### config.mk
export PLATFORM = sky130hd
export DESIGN_NAME = axi_lite_timer_slave_flat
export DESIGN_NICKNAME = d
export VERILOG_FILES = /design/src/rtl/timer_pkg.sv /design/src/rtl/axi_lite_timer_slave_if.sv /design/src/rtl/timer_core.sv /design/src/rtl/axi_lite_timer_slave.sv /design/src/flat_wrapper.sv
export SDC_FILE = /design/constraint.sdc
export NUM_CORES = 1
export LEC_CHECK = 0
export BUFFER_PORTS_ARGS = -buffer_cell sky130_fd_sc_hd__buf_2
export CORE_MARGIN = 2
export CORE_UTILIZATION = 25
export CTS_CLUSTER_DIAMETER = 80
export DETAILED_ROUTE_END_ITERATION = 10
export GPL_TIMING_DRIVEN = 0
export PLACE_DENSITY = 0.52
export SYNTH_ARGS = -nofsm -noshare
export SYNTH_HDL_FRONTEND = slang
export SYNTH_SLANG_ARGS = --single-unit
### constraint.sdc
create_clock -name clk_i -period 2.8 [get_ports clk_i]
set_input_delay 0.28 -clock clk_i [delete_from_list [all_inputs] [get_ports clk_i]]
set_output_delay 0.28 -clock clk_i [all_outputs]
set_load 0.02 [all_outputs]
### src/rtl/timer_pkg.sv
// Shared definitions for the AXI4-Lite timer peripheral: register map,
// control bit positions, response codes, channel FSM states.
package timer_pkg;

   localparam logic [2:0] CTRL_OFF     = 3'd0;
   localparam logic [2:0] PRESCALE_OFF = 3'd1;
   localparam logic [2:0] LOAD_OFF     = 3'd2;
   localparam logic [2:0] COUNT_OFF    = 3'd3;
   localparam logic [2:0] STATUS_OFF   = 3'd4;
   localparam logic [2:0] ID_OFF       = 3'd5;

   localparam int CTRL_EN_BIT     = 0;
   localparam int CTRL_IRQ_EN_BIT = 1;
   localparam int CTRL_RELOAD_BIT = 2;

   typedef enum logic [1:0] {
      OKAY   = 2'b00,
      SLVERR = 2'b10
   } resp_t;

   typedef enum logic {
      W_IDLE = 1'b0,
      W_RESP = 1'b1
   } w_state_t;

   typedef enum logic {
      R_IDLE = 1'b0,
      R_DATA = 1'b1
   } r_state_t;

   // Byte-lane merge of a write beat into an existing register value.
   function automatic logic [31:0] strb_merge(input logic [31:0] old_v,
                                              input logic [31:0] new_v,
                                              input logic [3:0]  strb);
      logic [31:0] res;
      res = old_v;
      for (int i = 0; i < 4; i++) begin
         if (strb[i]) res[i*8 +: 8] = new_v[i*8 +: 8];
      end
      return res;
   endfunction

endpackage

### src/rtl/axi_lite_timer_slave_if.sv
// AXI4-Lite bus bundle between the interconnect (master) and the timer (slave).
interface axi_lite_timer_slave_if #(
   parameter int ADDR_BW_p = 15
);
   logic [ADDR_BW_p-1:0] awaddr_i;
   logic                 awvalid_i;
   logic                 awready_o;
   logic [31:0]          wdata_i;
   logic [3:0]           wstrb_i;
   logic                 wvalid_i;
   logic                 wready_o;
   logic [1:0]           bresp_o;
   logic                 bvalid_o;
   logic                 bready_i;
   logic [ADDR_BW_p-1:0] araddr_i;
   logic                 arvalid_i;
   logic                 arready_o;
   logic [31:0]          rdata_o;
   logic [1:0]           rresp_o;
   logic                 rvalid_o;
   logic                 rready_i;

   modport slave (
      input  awaddr_i, awvalid_i, wdata_i, wstrb_i, wvalid_i, bready_i,
             araddr_i, arvalid_i, rready_i,
      output awready_o, wready_o, bresp_o, bvalid_o,
             arready_o, rdata_o, rresp_o, rvalid_o
   );

   modport master (
      output awaddr_i, awvalid_i, wdata_i, wstrb_i, wvalid_i, bready_i,
             araddr_i, arvalid_i, rready_i,
      input  awready_o, wready_o, bresp_o, bvalid_o,
             arready_o, rdata_o, rresp_o, rvalid_o
   );
endinterface

### src/rtl/timer_core.sv
// Prescaler, 32-bit down-counter with auto-reload and sticky EXPIRED flag.
// Software register writes arrive as decoded one-cycle strobes.
module timer_core
   import timer_pkg::*;
#(
   parameter int PRESCALE_BW_p = 16
) (
   input  logic                     clk_i,
   input  logic                     rst_ni,
   input  logic                     wr_ctrl,
   input  logic                     wr_prescale,
   input  logic                     wr_load,
   input  logic                     wr_count,
   input  logic                     wr_status,
   input  logic [31:0]              wdata,
   input  logic [3:0]               wstrb,
   output logic [2:0]               ctrl,
   output logic [PRESCALE_BW_p-1:0] prescale,
   output logic [31:0]              load,
   output logic [31:0]              count,
   output logic                     expired
);

   logic [PRESCALE_BW_p-1:0] presc_q;
   logic [2:0]               ctrl_wr_val;
   logic                     tick;
   logic                     cnt_zero;
   logic                     en_rise;

   assign ctrl_wr_val = 3'(strb_merge({29'b0, ctrl}, wdata, wstrb));
   assign tick        = ctrl[CTRL_EN_BIT] && (presc_q == prescale);
   assign cnt_zero    = (count == 32'd0);
   assign en_rise     = wr_ctrl && ctrl_wr_val[CTRL_EN_BIT] && !ctrl[CTRL_EN_BIT];

   // Software writes are checked first so they override the hardware update.
   always_ff @(posedge clk_i or negedge rst_ni) begin
      if (!rst_ni) begin
         presc_q  <= '0;
         ctrl     <= '0;
         prescale <= '0;
         load     <= '0;
         count    <= '0;
         expired  <= 1'b0;
      end else begin
         if (wr_prescale) prescale <= PRESCALE_BW_p'(strb_merge(32'(prescale), wdata, wstrb));
         if (wr_load)     load     <= strb_merge(load, wdata, wstrb);

         if (wr_count || en_rise || tick) presc_q <= '0;
         else if (ctrl[CTRL_EN_BIT])      presc_q <= presc_q + PRESCALE_BW_p'(1);

         if (wr_count)       count <= strb_merge(count, wdata, wstrb);
         else if (tick)      count <= cnt_zero ? (ctrl[CTRL_RELOAD_BIT] ? load : 32'd0)
                                               : count - 32'd1;

         if (wr_ctrl) ctrl <= ctrl_wr_val;
         else if (tick && cnt_zero && !ctrl[CTRL_RELOAD_BIT]) ctrl[CTRL_EN_BIT] <= 1'b0;

         // A new expiry beats a simultaneous write-1-to-clear.
         if (tick && cnt_zero)                        expired <= 1'b1;
         else if (wr_status && wstrb[0] && wdata[0])  expired <= 1'b0;
      end
   end

endmodule

### src/rtl/axi_lite_timer_slave.sv
// AXI4-Lite responder for the SoC timer: independent write/read channel FSMs,
// register decode, and the timer core.
module axi_lite_timer_slave
   import timer_pkg::*;
#(
   parameter int          ADDR_BW_p     = 15,
   parameter int          DATA_BW_p     = 32,
   parameter int          PRESCALE_BW_p = 16,
   parameter logic [31:0] ID_VALUE_p    = 32'h5449_4D31
) (
   input  logic                   clk_i,
   input  logic                   rst_ni,
   axi_lite_timer_slave_if.slave  bus,
   output logic                   irq_o
);

   if (DATA_BW_p != 32) begin : g_bad_data_bw
      $error("axi_lite_timer_slave: DATA_BW_p must be 32");
   end
   if (ADDR_BW_p < 5) begin : g_bad_addr_bw
      $error("axi_lite_timer_slave: ADDR_BW_p must cover bits [4:2]");
   end

   w_state_t w_state_q, w_state_d;
   r_state_t r_state_q, r_state_d;
   logic        aw_got_q, w_got_q;
   logic [2:0]  aw_off_q;
   logic [31:0] wdata_q;
   logic [3:0]  wstrb_q;
   resp_t       bresp_q, rresp_q;
   logic [31:0] rdata_q;
   logic        aw_rdy, w_rdy, b_vld, ar_rdy, r_vld;
   logic        aw_hs, w_hs, wr_commit;
   logic [2:0]  wr_off, rd_off;
   logic [31:0] wr_data, rd_data;
   logic [3:0]  wr_strb;
   logic        rd_ok;
   logic        addr_unused;

   logic [2:0]               ctrl;
   logic [PRESCALE_BW_p-1:0] prescale;
   logic [31:0]              load, count;
   logic                     expired;

   assign addr_unused = ^{bus.awaddr_i, bus.araddr_i};

   // Write channel: AW and W captured independently, committed together.
   assign aw_hs     = bus.awvalid_i && aw_rdy;
   assign w_hs      = bus.wvalid_i && w_rdy;
   assign wr_commit = (w_state_q == W_IDLE) && (aw_got_q || aw_hs) && (w_got_q || w_hs);
   assign wr_off    = aw_hs ? bus.awaddr_i[4:2] : aw_off_q;
   assign wr_data   = w_hs ? bus.wdata_i : wdata_q;
   assign wr_strb   = w_hs ? bus.wstrb_i : wstrb_q;

   always_ff @(posedge clk_i or negedge rst_ni) begin
      if (!rst_ni) begin
         w_state_q <= W_IDLE;
         aw_got_q  <= 1'b0;
         w_got_q   <= 1'b0;
         aw_off_q  <= '0;
         wdata_q   <= '0;
         wstrb_q   <= '0;
         bresp_q   <= OKAY;
      end else begin
         w_state_q <= w_state_d;
         if (aw_hs) aw_off_q <= bus.awaddr_i[4:2];
         if (w_hs) begin
            wdata_q <= bus.wdata_i;
            wstrb_q <= bus.wstrb_i;
         end
         if (wr_commit) begin
            aw_got_q <= 1'b0;
            w_got_q  <= 1'b0;
            bresp_q  <= (wr_off <= STATUS_OFF) ? OKAY : SLVERR;
         end else begin
            if (aw_hs) aw_got_q <= 1'b1;
            if (w_hs)  w_got_q  <= 1'b1;
         end
      end
   end

   always_comb begin
      w_state_d = w_state_q;
      case (w_state_q)
         W_IDLE:  if (wr_commit)    w_state_d = W_RESP;
         W_RESP:  if (bus.bready_i) w_state_d = W_IDLE;
         default: w_state_d = W_IDLE;
      endcase
   end

   always_comb begin
      aw_rdy = 1'b0;
      w_rdy  = 1'b0;
      b_vld  = 1'b0;
      case (w_state_q)
         W_IDLE: begin
            aw_rdy = !aw_got_q;
            w_rdy  = !w_got_q;
         end
         W_RESP:  b_vld = 1'b1;
         default: ;
      endcase
   end

   // Read channel: data is snapshotted at the AR handshake and held.
   assign rd_off = bus.araddr_i[4:2];

   always_comb begin
      rd_data = '0;
      rd_ok   = 1'b1;
      case (rd_off)
         CTRL_OFF:     rd_data = {29'b0, ctrl};
         PRESCALE_OFF: rd_data = 32'(prescale);
         LOAD_OFF:     rd_data = load;
         COUNT_OFF:    rd_data = count;
         STATUS_OFF:   rd_data = {31'b0, expired};
         ID_OFF:       rd_data = ID_VALUE_p;
         default:      rd_ok   = 1'b0;
      endcase
   end

   always_ff @(posedge clk_i or negedge rst_ni) begin
      if (!rst_ni) begin
         r_state_q <= R_IDLE;
         rdata_q   <= '0;
         rresp_q   <= OKAY;
      end else begin
         r_state_q <= r_state_d;
         if (bus.arvalid_i && ar_rdy) begin
            rdata_q <= rd_data;
            rresp_q <= rd_ok ? OKAY : SLVERR;
         end
      end
   end

   always_comb begin
      r_state_d = r_state_q;
      case (r_state_q)
         R_IDLE:  if (bus.arvalid_i) r_state_d = R_DATA;
         R_DATA:  if (bus.rready_i)  r_state_d = R_IDLE;
         default: r_state_d = R_IDLE;
      endcase
   end

   always_comb begin
      ar_rdy = (r_state_q == R_IDLE);
      r_vld  = (r_state_q == R_DATA);
   end

   assign bus.awready_o = aw_rdy;
   assign bus.wready_o  = w_rdy;
   assign bus.bvalid_o  = b_vld;
   assign bus.bresp_o   = bresp_q;
   assign bus.arready_o = ar_rdy;
   assign bus.rvalid_o  = r_vld;
   assign bus.rdata_o   = rdata_q;
   assign bus.rresp_o   = rresp_q;

   timer_core #(
      .PRESCALE_BW_p(PRESCALE_BW_p)
   ) u_core (
      .clk_i       (clk_i),
      .rst_ni      (rst_ni),
      .wr_ctrl     (wr_commit && (wr_off == CTRL_OFF)),
      .wr_prescale (wr_commit && (wr_off == PRESCALE_OFF)),
      .wr_load     (wr_commit && (wr_off == LOAD_OFF)),
      .wr_count    (wr_commit && (wr_off == COUNT_OFF)),
      .wr_status   (wr_commit && (wr_off == STATUS_OFF)),
      .wdata       (wr_data),
      .wstrb       (wr_strb),
      .ctrl        (ctrl),
      .prescale    (prescale),
      .load        (load),
      .count       (count),
      .expired     (expired)
   );

   assign irq_o = expired & ctrl[CTRL_IRQ_EN_BIT];

endmodule
### src/flat_wrapper.sv
// flat-port wrapper written by rule: the top's interface ports become plain ports
module axi_lite_timer_slave_flat import timer_pkg::*;
#(
   parameter int          ADDR_BW_p     = 15,
   parameter int          DATA_BW_p     = 32,
   parameter int          PRESCALE_BW_p = 16,
   parameter logic [31:0] ID_VALUE_p    = 32'h5449_4D31
)
  (clk_i, rst_ni, irq_o, bus_awaddr_i, bus_awvalid_i, bus_wdata_i, bus_wstrb_i, bus_wvalid_i, bus_bready_i, bus_araddr_i, bus_arvalid_i, bus_rready_i, bus_awready_o, bus_wready_o, bus_bresp_o, bus_bvalid_o, bus_arready_o, bus_rdata_o, bus_rresp_o, bus_rvalid_o);
  axi_lite_timer_slave_if #(.ADDR_BW_p(ADDR_BW_p)) bus_i ();
  input  logic clk_i;
  input  logic rst_ni;
  output logic irq_o;
  input wire logic [$bits(bus_i.awaddr_i)-1:0] bus_awaddr_i;
  input wire logic [$bits(bus_i.awvalid_i)-1:0] bus_awvalid_i;
  input wire logic [$bits(bus_i.wdata_i)-1:0] bus_wdata_i;
  input wire logic [$bits(bus_i.wstrb_i)-1:0] bus_wstrb_i;
  input wire logic [$bits(bus_i.wvalid_i)-1:0] bus_wvalid_i;
  input wire logic [$bits(bus_i.bready_i)-1:0] bus_bready_i;
  input wire logic [$bits(bus_i.araddr_i)-1:0] bus_araddr_i;
  input wire logic [$bits(bus_i.arvalid_i)-1:0] bus_arvalid_i;
  input wire logic [$bits(bus_i.rready_i)-1:0] bus_rready_i;
  output wire logic [$bits(bus_i.awready_o)-1:0] bus_awready_o;
  output wire logic [$bits(bus_i.wready_o)-1:0] bus_wready_o;
  output wire logic [$bits(bus_i.bresp_o)-1:0] bus_bresp_o;
  output wire logic [$bits(bus_i.bvalid_o)-1:0] bus_bvalid_o;
  output wire logic [$bits(bus_i.arready_o)-1:0] bus_arready_o;
  output wire logic [$bits(bus_i.rdata_o)-1:0] bus_rdata_o;
  output wire logic [$bits(bus_i.rresp_o)-1:0] bus_rresp_o;
  output wire logic [$bits(bus_i.rvalid_o)-1:0] bus_rvalid_o;
  assign bus_i.awaddr_i = bus_awaddr_i;
  assign bus_i.awvalid_i = bus_awvalid_i;
  assign bus_i.wdata_i = bus_wdata_i;
  assign bus_i.wstrb_i = bus_wstrb_i;
  assign bus_i.wvalid_i = bus_wvalid_i;
  assign bus_i.bready_i = bus_bready_i;
  assign bus_i.araddr_i = bus_araddr_i;
  assign bus_i.arvalid_i = bus_arvalid_i;
  assign bus_i.rready_i = bus_rready_i;
  assign bus_awready_o = bus_i.awready_o;
  assign bus_wready_o = bus_i.wready_o;
  assign bus_bresp_o = bus_i.bresp_o;
  assign bus_bvalid_o = bus_i.bvalid_o;
  assign bus_arready_o = bus_i.arready_o;
  assign bus_rdata_o = bus_i.rdata_o;
  assign bus_rresp_o = bus_i.rresp_o;
  assign bus_rvalid_o = bus_i.rvalid_o;
  axi_lite_timer_slave #(.ADDR_BW_p(ADDR_BW_p), .DATA_BW_p(DATA_BW_p), .PRESCALE_BW_p(PRESCALE_BW_p), .ID_VALUE_p(ID_VALUE_p)) u_core (.clk_i(clk_i), .rst_ni(rst_ni), .bus(bus_i), .irq_o(irq_o));
endmodule
# == After elaboration in Yosys (flattened, before gate mapping) ==
# Index checks and enable logic that the tools add are counted.
# classes
n_addsub,2
n_mul,0
n_div,0
n_lt_le_gt_ge,1
eq_ne,14
shift,0
mux,35
n_bitwise,3
n_reduce_logical,46
# ops
op,n
$pmux W32 S6,1
$mux W32,5
$logic_not A32 Y1,1
$mux W16,2
$mux W8,4
$sub A32 B1 Y32 const B,1
$reduce_and A2 Y1,11
$logic_and A1 B1 Y1,17
$mux W1,17
$add A16 B1 Y16 const B,1
$eq A16 B16 Y1,1
$eq A3 B2 Y1 const B,4
$reduce_bool A2 Y1,6
$eq A3 B3 Y1 const B,3
$ne A2 B1 Y1 const B,4
$eq A3 B1 Y1 const B,2
$logic_not A3 Y1,2
$reduce_or A6 Y1,1
$logic_not A1 Y1,4
$logic_or A1 B1 Y1,4
$mux W2,2
$mux W4,1
$pmux W1 S2,2
$le A3 B3 Y1 const B,1
other kinds (3),4
# totals
ff_bits,179
latchBits,0
mem_bits_rw,0
romBits,0
input_bits,73
wordCells,125
n_memories,0

# == Depth between registers and ports, before layout ==
# depth
ltp_word,12
mapped_depth,10

# == Modules after synthesis ==
# Synthesis repeated with hierarchy kept, for this count alone.
# unflattened
cells_unflattened,844
area_unflattened_um2,9091.2
# by_module_without_submodules
module,instances,cells_per_inst,area_per_inst_um2,seq_area_each_um2
timer_core,1,552,5526.6,2502.4
axi_lite_timer_slave,1,292,3564.7,1926.8

# == Least setup slack after synthesis ==
# No wires, ideal clock.
# synth_timing
kind,reg2reg
from,register u_core.w_state_q
to,register u_core.u_core.presc_q[10]
setup_ps,132
t_arrival_ps,2391
slack_ps,277
path_stages_with_launch,9
cell_sequence,dfrtp_1 nor3b_4 mux2_2 nand2b_1 buf_2 o21ai_1 o21bai_1 clkbuf_1 nor2_1
# synth_between
elab_chain_len,11
# synth_lines
item,line_no,text
"start, declared",axi_lite_timer_slave.sv:24,"w_state_t w_state_q, w_state_d;"
"start signal, assigned",axi_lite_timer_slave.sv:65,w_state_q <= w_state_d;
"parallel branches: the longest is 8 deep, another holds $mux W3",-,
$logic_or A1 B1 Y1 * (2 in a row),timer_core.sv:48,if (wr_count || en_rise || tick) presc_q <= '0;
$mux W16 / $reduce_bool A2 Y1 (equally long branches),-,
"end signal, assigned",timer_core.sv:49,else if (ctrl[CTRL_EN_BIT]) presc_q <= presc_q + PRESCALE_BW_p'(1);
"end, declared",timer_core.sv:24,logic [PRESCALE_BW_p-1:0] presc_q;
# Mark *: on every way between the ends.
# A chain may end at the register's enable or synchronous reset.

# == Final worst setup path ==
# layout_timing
from,register u_core.u_core.count[0]
to,register u_core.u_core.count[22]
# layout_between
elab_chain_len,4
# layout_lines
item,line_no,text
"start, declared",timer_core.sv:20,"output logic [31:0] count,"
"start signal, assigned",timer_core.sv:51,"if (wr_count) count <= strb_merge(count, wdata, wstrb);"
"start signal, assigned",timer_core.sv:52,else if (tick) count <= cnt_zero ? (ctrl[CTRL_RELOAD_BIT] ? load : 32'd0)
$sub A32 B1 Y32 / $logic_not A32 Y1 (equally long branches),"timer_core.sv:53, timer_core.sv:32",
$mux W32 * (2 in a row),timer_core.sv:52,
$mux W32 *,timer_core.sv:51,
# Mark *: on every way between the ends. The rest lies on a longest branch, timed or not. The select of a mux whose other input is x is not followed.

==> results by group <==
Worst setup path
  • Crit path launch type: flop
  • CP Max Fanout: 4
  • Worst Path Required: 3.12 ns
  • Reg2Reg Depth: 7
  • Critical path type: flop to flop
  • Worst reg2reg setup slack: 0.11 ns
  • Crit path DAT: 3.01 ns
  • Crit. End Element: flop

Synthesis
  • Post-synth EDFFs: 0
  • Synthesized area: 9070 µm²
  • Top cells by area, synth: dfrtp_1 (49%), mux2i_1 (5.5%), o21ai_0 (5.1%)
  • Most frequent cell after synthesis: dfrtp_1
  • Distinct cells, synth: 74
  • Sequential cell area fraction in the yosys report: 0.488
  • Synth top area share: 0.488
  • Prevailing post-synth register cell: dfrtp_1
  • Post-synth top cells: dfrtp_1 (177), nand2_1 (95), o21ai_0 (93), nor2_1 (79), mux2i_1 (50)
  • Asr flop ratio synth: 1.00
  • Syn avg cell area: 9.83 µm²
  • Synth Warn #: 0
  • Cell count after synthesis: 923
  • Flip-flop and latch count after synthesis: 177
  • Area leader, netlist: dfrtp_1

Timing
  • Final setup violation count: 0
  • Headroom to the max-slew limit: 0.435
  • Fmax: 372 MHz
  • RSZ-0062 raised after global routing: yes
  • Final Hold Vio Count: 0
  • Post-layout min period: 2.69 ns
  • Clock skew: 0.0119 ns
  • Pins Over Slew Limit: 0
  • Slew @ Worst Pin: 0.847 ns
  • Final Cycle Share: 0.959

Power and ir drop
  • Power density over the cells: 968 nW/µm²
  • Max VDD drop: 0.000394 V
  • Lkg Pwr: 4.78 nW
  • Pwr Total: 0.0105 W

CTS
  • CTS tree: done
  • Clk buf depth: 2
  • Clk pin slew, worst setup/hold paths: 0.07 ns
  • H-tree level count: 4
  • Clock sink count: 177
  • Clock root buffer: clkbuf_16
  • Clk_lat worst skew: 0.44 ns
  • Num CTS Buffers: 17

Flow run
  • MaxCap Viol Count: 0

Drt
  • Vias per cell: 5.02
  • Routed WL per cell: 20.0 µm
  • Vias post-DR: 7,569
  • Drt drc: 0
  • 1st-iter DRT viols: 556
  • Routed WL: 30,100 µm
  • DR pass1 iterations: 5
  • Antenna Violating Nets Remaining: 0

Global route
  • Global-route wire length before repair: 47,200 µm
  • Global Route Usage Sum: 0.164
  • GRT overflow: 0
  • Antenna violations before repair: 0
  • Number of global-route vias before repair: 7,585
  • Largest net degree at the start of global routing: 109

Floorplan
  • Die Wd: 195 µm
  • Site row count: 69
  • Die Height: 195 µm
  • Io pins: 115
  • Initial Utilization: 0.254
  • Core ar.: 35,700 µm²
  • Die Area: 37,800 µm²

Worst hold path
  • Hold path depth: 2
  • Worst hold path class: primary input to flop

Final layout
  • Synth-to-layout area growth: 19.7%
  • Count of nets after finishing: 1,109
  • Design Area, Final: 10,900 µm²
  • Fill cells: 3,741
  • Antenna diodes: 0
  • Fin util: 0.305
  • Ratio of cells with drive above 1 in the final layout: 0.215

Placed design
  • HPWL Detailed: 22,400 µm
  • Routability cong.: 0.875
  • Buffers on Ports: 86
  • Area post-placement: 10,100 µm²

Status
  • Status: complete, no violations
routing by layer:
metal  track usage  share of wire  vias up
li1              -              -     3541
met1         0.221           0.46     3772
met2         0.260           0.47      206
met3        0.0311          0.045       50
met4        0.0652          0.032        0
met5             0              0        -
final timing paths:
kind / from / endpoint
max: u_core.u_core.count[0] / u_core.u_core.count[22]
max in group asynchronous: rst_ni / u_core.u_core.count[3]
min: bus_bready_i / u_core.w_state_q
min reg2reg: u_core.bus.rdata_o[24] / u_core.bus.rdata_o[24]
max reg2reg: u_core.u_core.count[0] / u_core.u_core.count[22]
min in group asynchronous: rst_ni / u_core.wdata_q[6]
kinds of logic (layout without fill, tap and decap cells):
family	after synthesis	after routing	share of synthesized area
adders and majority gates	3	3	0.00414
and+or+nand+nor	288	288	0.154
other	1	2	0.000413
DFF	177	177	0.488
AOI/OAI and AO/OA	227	227	0.164
buffers and inverters	97	219	0.0434
xor gates and xnor gates	40	40	0.0386
muxes	90	90	0.107
state kept, by name, summed over array words and instances, names as in the netlist, 3 cells and up:
signal and cells:
u_core.u_core.ctrl 3, u_core.u_core.prescale 16, u_core.bus.rdata_o 32, u_core.wstrb_q 4, u_core.aw_off_q 3, u_core.u_core.presc_q 16, u_core.wdata_q 32, u_core.u_core.count 32
u_core.u_core.load 32
power breakdown:
part	internal [W]	leakage, nW	switching (W)
sequential	0.00351	2.22	0.000886
combinational	0.00142	2.28	0.00223
clock	0.00135	0.285	0.00111
layout make-up:
type / count / area, µm² / area share
inverters: 40 / 150 / 0.0138
plain buffers: 56 / 284 / 0.0261
flip-flops and latches: 177 / 4430 / 0.408
clock inverters: 14 / 153 / 0.0141
well taps: 461 / 577 / 0.0531
repair buffers: 91 / 500 / 0.0461
clock buffers: 18 / 439 / 0.0404
multi-input cells: 650 / 4330 / 0.399
per-stage QoR:
stage	std cells	setup slack, ns	TNS [ns]	hold WS [ns]
floorplan	924	0.277	0	-0.0156
global placement	1471	-1.62	-292.92	0.458
detailed placement	1472	-0.427	-10.08	0.292
CTS	1508	0.00982	0	0.00569
global route	1507	-0.0680	-0.204	0.00186
finish	1507	0.114	0	0.0171
timing repair:
item / in CTS / in global routing
setup endpoints to repair: 51 / 62
pin swaps: 2 / 1
setup buffers: 3 / 0
resized for setup: 17 / 34
hold buffers: 1 / 0
endpoints found under the hold margin: 69 / 0
critical path: stages (launching register included):
cell	delay, ns
dfrtp_1	0.40
inv_1	0.15
ha_1	0.24
or4b_2	0.73
or4_4	0.49
or3_1	0.32
a21oi_1	0.15
o22ai_1	0.09
cell usage in the layout (no fill, tap or decap), types with 7 or more instances in the layout:
cell / n
xor2_1: 29
nand4_1: 8
nor2_1: 76
nand2_1: 95
a221oi_1: 10
clkbuf_16: 17
xnor2_1: 11
mux2i_1: 50
a22oi_1: 25
mux2_2: 38
a31oi_1: 7
inv_1: 40
and3_1: 7
nor4_1: 19
dfrtp_1: 177
o31ai_1: 7
a211oi_1: 7
clkbuf_2: 9
a21o_1: 7
o21ai_0: 93
a21oi_1: 18
clkbuf_4: 7
buf_2: 93
clkbuf_1: 25
nor3_1: 15
nand3_1: 15
Note: power is estimated with default switching activity, not from simulation.
